**src/rtl/ifu_pkg.sv**
```systemverilog
`default_nettype none
// ============================================================================
// Module      : ifu_pkg
// Description : Shared types, defaults and helpers for the instruction fetch
//               unit and the instruction BRAM it drives.
// Revision    : 1.0 - initial release
// ============================================================================
package ifu_pkg;

  // Instruction word and instruction byte-address buses
  typedef logic [31:0] InstBus;
  typedef logic [31:0] InstAddrBus;

  // Byte address fetched first after reset
  localparam InstAddrBus RESET_PC_DEFAULT = 32'h0000_0000;

  // Fetch state encoding
  typedef enum logic [0:0] {
    ST_RUN  = 1'b0,
    ST_TRAP = 1'b1
  } ifu_state_e;

  // Number of bits needed to hold 'value' (at least 1); the instruction BRAM
  // uses the same function for its address width
  function automatic int clogb2(input int value);
    int v;
    int n;
    v = value;
    n = 0;
    while (v > 0) begin
      n = n + 1;
      v = v >> 1;
    end
    if (n == 0) begin
      n = 1;
    end
    return n;
  endfunction

endpackage
`default_nettype wire

```
**src/rtl/ifu.sv**
```systemverilog
`default_nettype none
// ============================================================================
// Module      : ifu
// Description : Instruction fetch unit. Owns the fetch PC, drives the BRAM
//               A-port (one-cycle registered read), and presents
//               instruction/PC pairs to decode over a valid/ready handshake.
//               Redirects from execute kill the wrong-path slot and restart
//               fetch with no further bubble.
//               Optional feature macro: IFU_MISALIGN_EXC_EN - misaligned
//               redirects raise fetch_misalign and park the unit in TRAP.
// Revision    : 1.0 - initial release
// ============================================================================
module ifu
  import ifu_pkg::*;
#(
  parameter InstAddrBus RESET_PC  = RESET_PC_DEFAULT,
  parameter int         RAM_DEPTH = 65536,
  localparam int        AW        = clogb2(RAM_DEPTH - 1)
) (
  input  logic          clk,
  input  logic          rst_n,
  input  logic          jump_en,
  input  InstAddrBus    jump_addr,
  input  logic          halt,
  output logic          iram_en,
  output logic [AW-1:0] iram_addr,
  input  InstBus        iram_rdata,
  output logic          if_valid,
  input  logic          id_ready,
  output InstBus        if_inst,
  output InstAddrBus    if_pc,
  output logic          fetch_misalign,
  output InstAddrBus    misalign_addr
);

  ifu_state_e state_q;
  InstAddrBus pc_req_q;   // next address to request
  InstAddrBus pc_rsp_q;   // address of the in-flight / presented word
  logic       rsp_vld_q;  // a word is presented on the BRAM output

  logic       jump_ok;    // redirect that actually fetches
  logic       jump_bad;   // redirect rejected as misaligned
  InstAddrBus jump_tgt;
  logic       stall;

`ifdef IFU_MISALIGN_EXC_EN
  assign jump_tgt = jump_addr;
  assign jump_ok  = jump_en & (jump_addr[1:0] == 2'b00);
  assign jump_bad = jump_en & (jump_addr[1:0] != 2'b00);
`else
  // Low address bits are simply dropped; every redirect is word aligned
  logic unused_jump_lsb;
  assign unused_jump_lsb = ^jump_addr[1:0];
  assign jump_tgt = {jump_addr[31:2], 2'b00};
  assign jump_ok  = jump_en;
  assign jump_bad = 1'b0;
`endif

  // Decode holding off a presented word; a redirect always breaks the stall
  assign stall = rsp_vld_q & ~id_ready & ~jump_en;

  // BRAM port-A request: redirect target first, else sequential fetch when free
  always_comb begin
    iram_en   = 1'b0;
    iram_addr = pc_req_q[AW+1:2];
    if (jump_ok) begin
      iram_en   = 1'b1;
      iram_addr = jump_tgt[AW+1:2];
    end else if (!jump_en && (state_q == ST_RUN) && !stall && !halt) begin
      iram_en = 1'b1;
    end
  end

  // Fetch state machine and PC bookkeeping
  always_ff @(posedge clk or negedge rst_n) begin
    if (!rst_n) begin
      state_q   <= ST_RUN;
      pc_req_q  <= RESET_PC;
      pc_rsp_q  <= RESET_PC;
      rsp_vld_q <= 1'b0;
    end else if (jump_ok) begin
      state_q   <= ST_RUN;
      rsp_vld_q <= 1'b1;
      pc_rsp_q  <= jump_tgt;
      pc_req_q  <= jump_tgt + 32'd4;
    end else if (jump_bad) begin
      state_q   <= ST_TRAP;
      rsp_vld_q <= 1'b0;
    end else if (state_q == ST_TRAP) begin
      rsp_vld_q <= 1'b0;
    end else if (stall) begin
      rsp_vld_q <= rsp_vld_q;
    end else if (halt) begin
      rsp_vld_q <= 1'b0;
    end else begin
      rsp_vld_q <= 1'b1;
      pc_rsp_q  <= pc_req_q;
      pc_req_q  <= pc_req_q + 32'd4;
    end
  end

`ifdef IFU_MISALIGN_EXC_EN
  logic       mis_pulse_q;
  InstAddrBus mis_addr_q;

  // One-cycle misalign pulse and sticky capture of the offending target
  always_ff @(posedge clk or negedge rst_n) begin
    if (!rst_n) begin
      mis_pulse_q <= 1'b0;
      mis_addr_q  <= '0;
    end else begin
      mis_pulse_q <= jump_bad;
      if (jump_bad) begin
        mis_addr_q <= jump_addr;
      end
    end
  end

  assign fetch_misalign = mis_pulse_q;
  assign misalign_addr  = mis_addr_q;
`else
  assign fetch_misalign = 1'b0;
  assign misalign_addr  = '0;
`endif

  // The BRAM holds its output while not enabled, so the word stays stable
  assign if_valid = rsp_vld_q & ~jump_en & (state_q == ST_RUN);
  assign if_inst  = iram_rdata;
  assign if_pc    = pc_rsp_q;

endmodule
`default_nettype wire

```
**config.mk**
```make
export PLATFORM = sky130hd
export DESIGN_NAME = ifu
export DESIGN_NICKNAME = d
export VERILOG_FILES = /design/src/rtl/ifu_pkg.sv /design/src/rtl/ifu.sv
export SDC_FILE = /design/constraint.sdc
export NUM_CORES = 1
export LEC_CHECK = 0
export ABC_AREA = 1
export CORE_MARGIN = 2
export CORE_UTILIZATION = 30
export CTS_CLUSTER_DIAMETER = 200
export DETAILED_ROUTE_END_ITERATION = 16
export GPL_ROUTABILITY_DRIVEN = 1
export PLACE_DENSITY_LB_ADDON = 0.2
export SYNTH_ARGS = -nofsm -noshare
export SYNTH_HDL_FRONTEND = slang
export SYNTH_SLANG_ARGS = --single-unit
export TNS_END_PERCENT = 30
```
**constraint.sdc**
```tcl
create_clock -name clk -period 5.5 [get_ports clk]
set_input_delay 1.65 -clock clk [delete_from_list [all_inputs] [get_ports clk]]
set_output_delay 1.65 -clock clk [all_outputs]
set_load 0.005 [all_outputs]
```
==> flow_metrics.tcl <==
set metrics [dict create \
    status "finished clean" \
    finalPower_mw 1.43 \
    num_vias 3517 \
    core_um2 13200 \
    final_net_count 684 \
    antenna_found_initial 0 \
    maxCapViolations 0 \
    whs_ps 476 \
    io_buffer_count 82 \
    cts_setup_buffers 0 \
    cts_tree "built" \
    drt-total-wl_mm 10.7 \
    die_h_um 120 \
    grt_pass1_wl_mm 17.4 \
    worstPathArrival_ps 3500 \
    critPathLaunchType "input port" \
    grt_max_degree 84 \
    antenna_cells 0 \
    rsz0062_at_grt "false" \
    cts_resized 0 \
    drv_slew 0 \
    wl_per_cell_um 13.5 \
    crit_chain "clkdlybuf4s50_1, buf_4, nand2_1, o21ai_1, inv_1, clkdlybuf4s50_1" \
    rows 42 \
    cts_buffers 9 \
    ir_drop_uv 134 \
    final.setup.tns_ps 0 \
    ys_seq_area_share_pct 37.6 \
    ys_types 31 \
    critPathSlowestCell "clkdlybuf4s50_1" \
    slew-limit-headroom_pct 46.7 \
    period_share_pct 93.6 \
    yosys-top-cells-area "dfrtp_1 (38%), nand2_1 (19%), buf_4 (13%), nor2_1 (4.6%), nand3_1 (4.6%)" \
    clk_latency_ps 340 \
    grt_pass1_vias 3486 \
    detailed_place_hpwl_mm 7.75 \
    hold_path_class "flip-flop to flip-flop" \
    clk_pin_slew_ps 50 \
    fillers 1414 \
    final_util_pct 37.0 \
    die_x_um 120 \
    place_congestion 0.877 \
    ios 184 \
    final.setup.worst_slack_ps 352 \
    ys.flop_type "dfrtp_1" \
    fmax_ghz 0.194 \
    cts_buffer_depth 2 \
    cts_hold_buf 0 \
    die-area_um2 14500 \
    preCtsSetupSlack_ps 308 \
    dr.pass1.iters 7 \
    synthesis.area_um2 4060 \
    viasPerCell 4.43 \
    async_reset_ff_share_pct 100 \
    critical_path.top_delay_family "buffers and inverters" \
    endpoint_kind "output pin" \
    initial_core_util_pct 30.7 \
    power.leakage_nw 2.26 \
    ys_seq_elements 61 \
    multi_input_area_um2 1900 \
    synth_edf_count 0 \
    synth-warning-count 0 \
    cp_max_fo 8 \
    ff_latch_area_um2 1530 \
    layout_min_cycle_time_ps 5150 \
    synth_top_area_share_pct 37.6 \
    area_growth_pct 20.6 \
    synthCells 567 \
    cts_root_buf "clkbuf_16" \
    final_layout_size_suffix_gt1_share_pct 11.8 \
    critPathMaxStageDelay_ps 750 \
    power.density_nw_per_um2 292 \
    finalSetupViolCount 0 \
    final-hold-violation-count 0 \
    synth_largest_area_cell "dfrtp_1" \
    critPathRequiredTime_ps 3850 \
    fin_skew_ps 6.73 \
    drc 0 \
    cts_sinks 61 \
    path_class "input port to output pin" \
    crit_buf_inv 4 \
    crit_top_cell "clkdlybuf4s50_1" \
    ant_nets 0 \
    worst_pin_slew_ps 800 \
    grt_util_all_layers_pct 15.2 \
    drt_iter0_markers 267 \
    syn_area_per_cell_um2 7.17 \
    grt_overflow_total 0 \
    htree_levels 3 \
]
==> routing by layer <==
metal / track usage, % / routed length (µm) / vias to the layer above
met5: 0 / 0 / -
met4: 7.27 / 229 / 0
met3: 2.64 / 665 / 19
met2: 23.2 / 4790 / 113
met1: 21.0 / 5010 / 1629
li1: - / - / 1756
==> flip-flops by register name, indices dropped and copies added, names as in the netlist <==
signal     flops
if_pc         30
pc_req_q      30
rsp_vld_q      1
==> placed cells by master (no fill, tap or decap), drive strengths merged, types with 8 or more instances in the layout <==
master / instances
buf: 8
clkbuf: 13
clkdlybuf4s50: 81
conb: 35
dfrtp: 61
inv: 33
nand2: 234
nand3: 37
nor2: 67
o21ai: 22
==> final timing paths <==
path                            cells after the start        start           end  slack [ps]
worst max-delay path                                6      jump_en  iram_addr[0]         350
worst min-delay path                                2  pc_req_q[3]   pc_req_q[3]         480
worst max register to register                     11  pc_req_q[2]  pc_req_q[28]        3670
worst min register to register                      2  pc_req_q[3]   pc_req_q[3]         480
max in group asynchronous                           2        rst_n  pc_req_q[25]        3220
min in group asynchronous                           1        rst_n     if_pc[21]        1380
==> worst reg2reg max path, cell delays in order, from the launching register on <==
cell,delay [ps]
dfrtp_1,370
o21ai_1,280
inv_1,140
ha_1,240
nand2_1,130
nor2_4,70
nand3_1,160
inv_1,100
nand2_1,70
nand2_1,40
nand3_1,60
nand2_1,50
==> logic make-up (layout without fill, tap and decap cells) <==
group	count (synthesis)	in the layout	share of synthesized area [%]
AND/OR/NAND/NOR	343	343	37.3
buffers and inverters	120	137	18.9
flip-flops	61	61	37.6
AO/OA/AOI/OAI	40	40	5.63
adder cells (fa/ha/maj)	1	1	0.308
other	1	35	0.0923
XOR/XNOR	1	1	0.216
==> synth_stat cells (4+ instances only) <==
cell type,instances
nand2_1,203
buf_4,69
dfrtp_1,61
nor2_1,50
nand3_1,37
inv_1,30
nand2_2,29
o21ai_0,20
buf_2,12
nor2_2,9
nor2_4,8
o211ai_1,6
a21oi_1,5
buf_6,4
==> power by group <==
part           total, mW  internal [mW]  switching [mW]
clock network      0.505          0.313           0.192
logic              0.363          0.171           0.192
registers          0.561          0.521          0.0397
==> per-stage QoR <==
step	instances	instance area, µm²
floorplan	601	4190
global placement	779	4640
detailed placement	779	4640
CTS	794	4900
global route	794	4900
finish	794	4900
==> cell type report <==
type	instances	area share (%)
timing repair buffer	89	17.7
clock buffer	13	5.11
clock inverter	2	0.204
multi-input combinational	420	38.8
inverter	33	2.58
tap	176	4.49
sequential	61	31.1
Note: power is estimated with default switching activity, not from simulation.
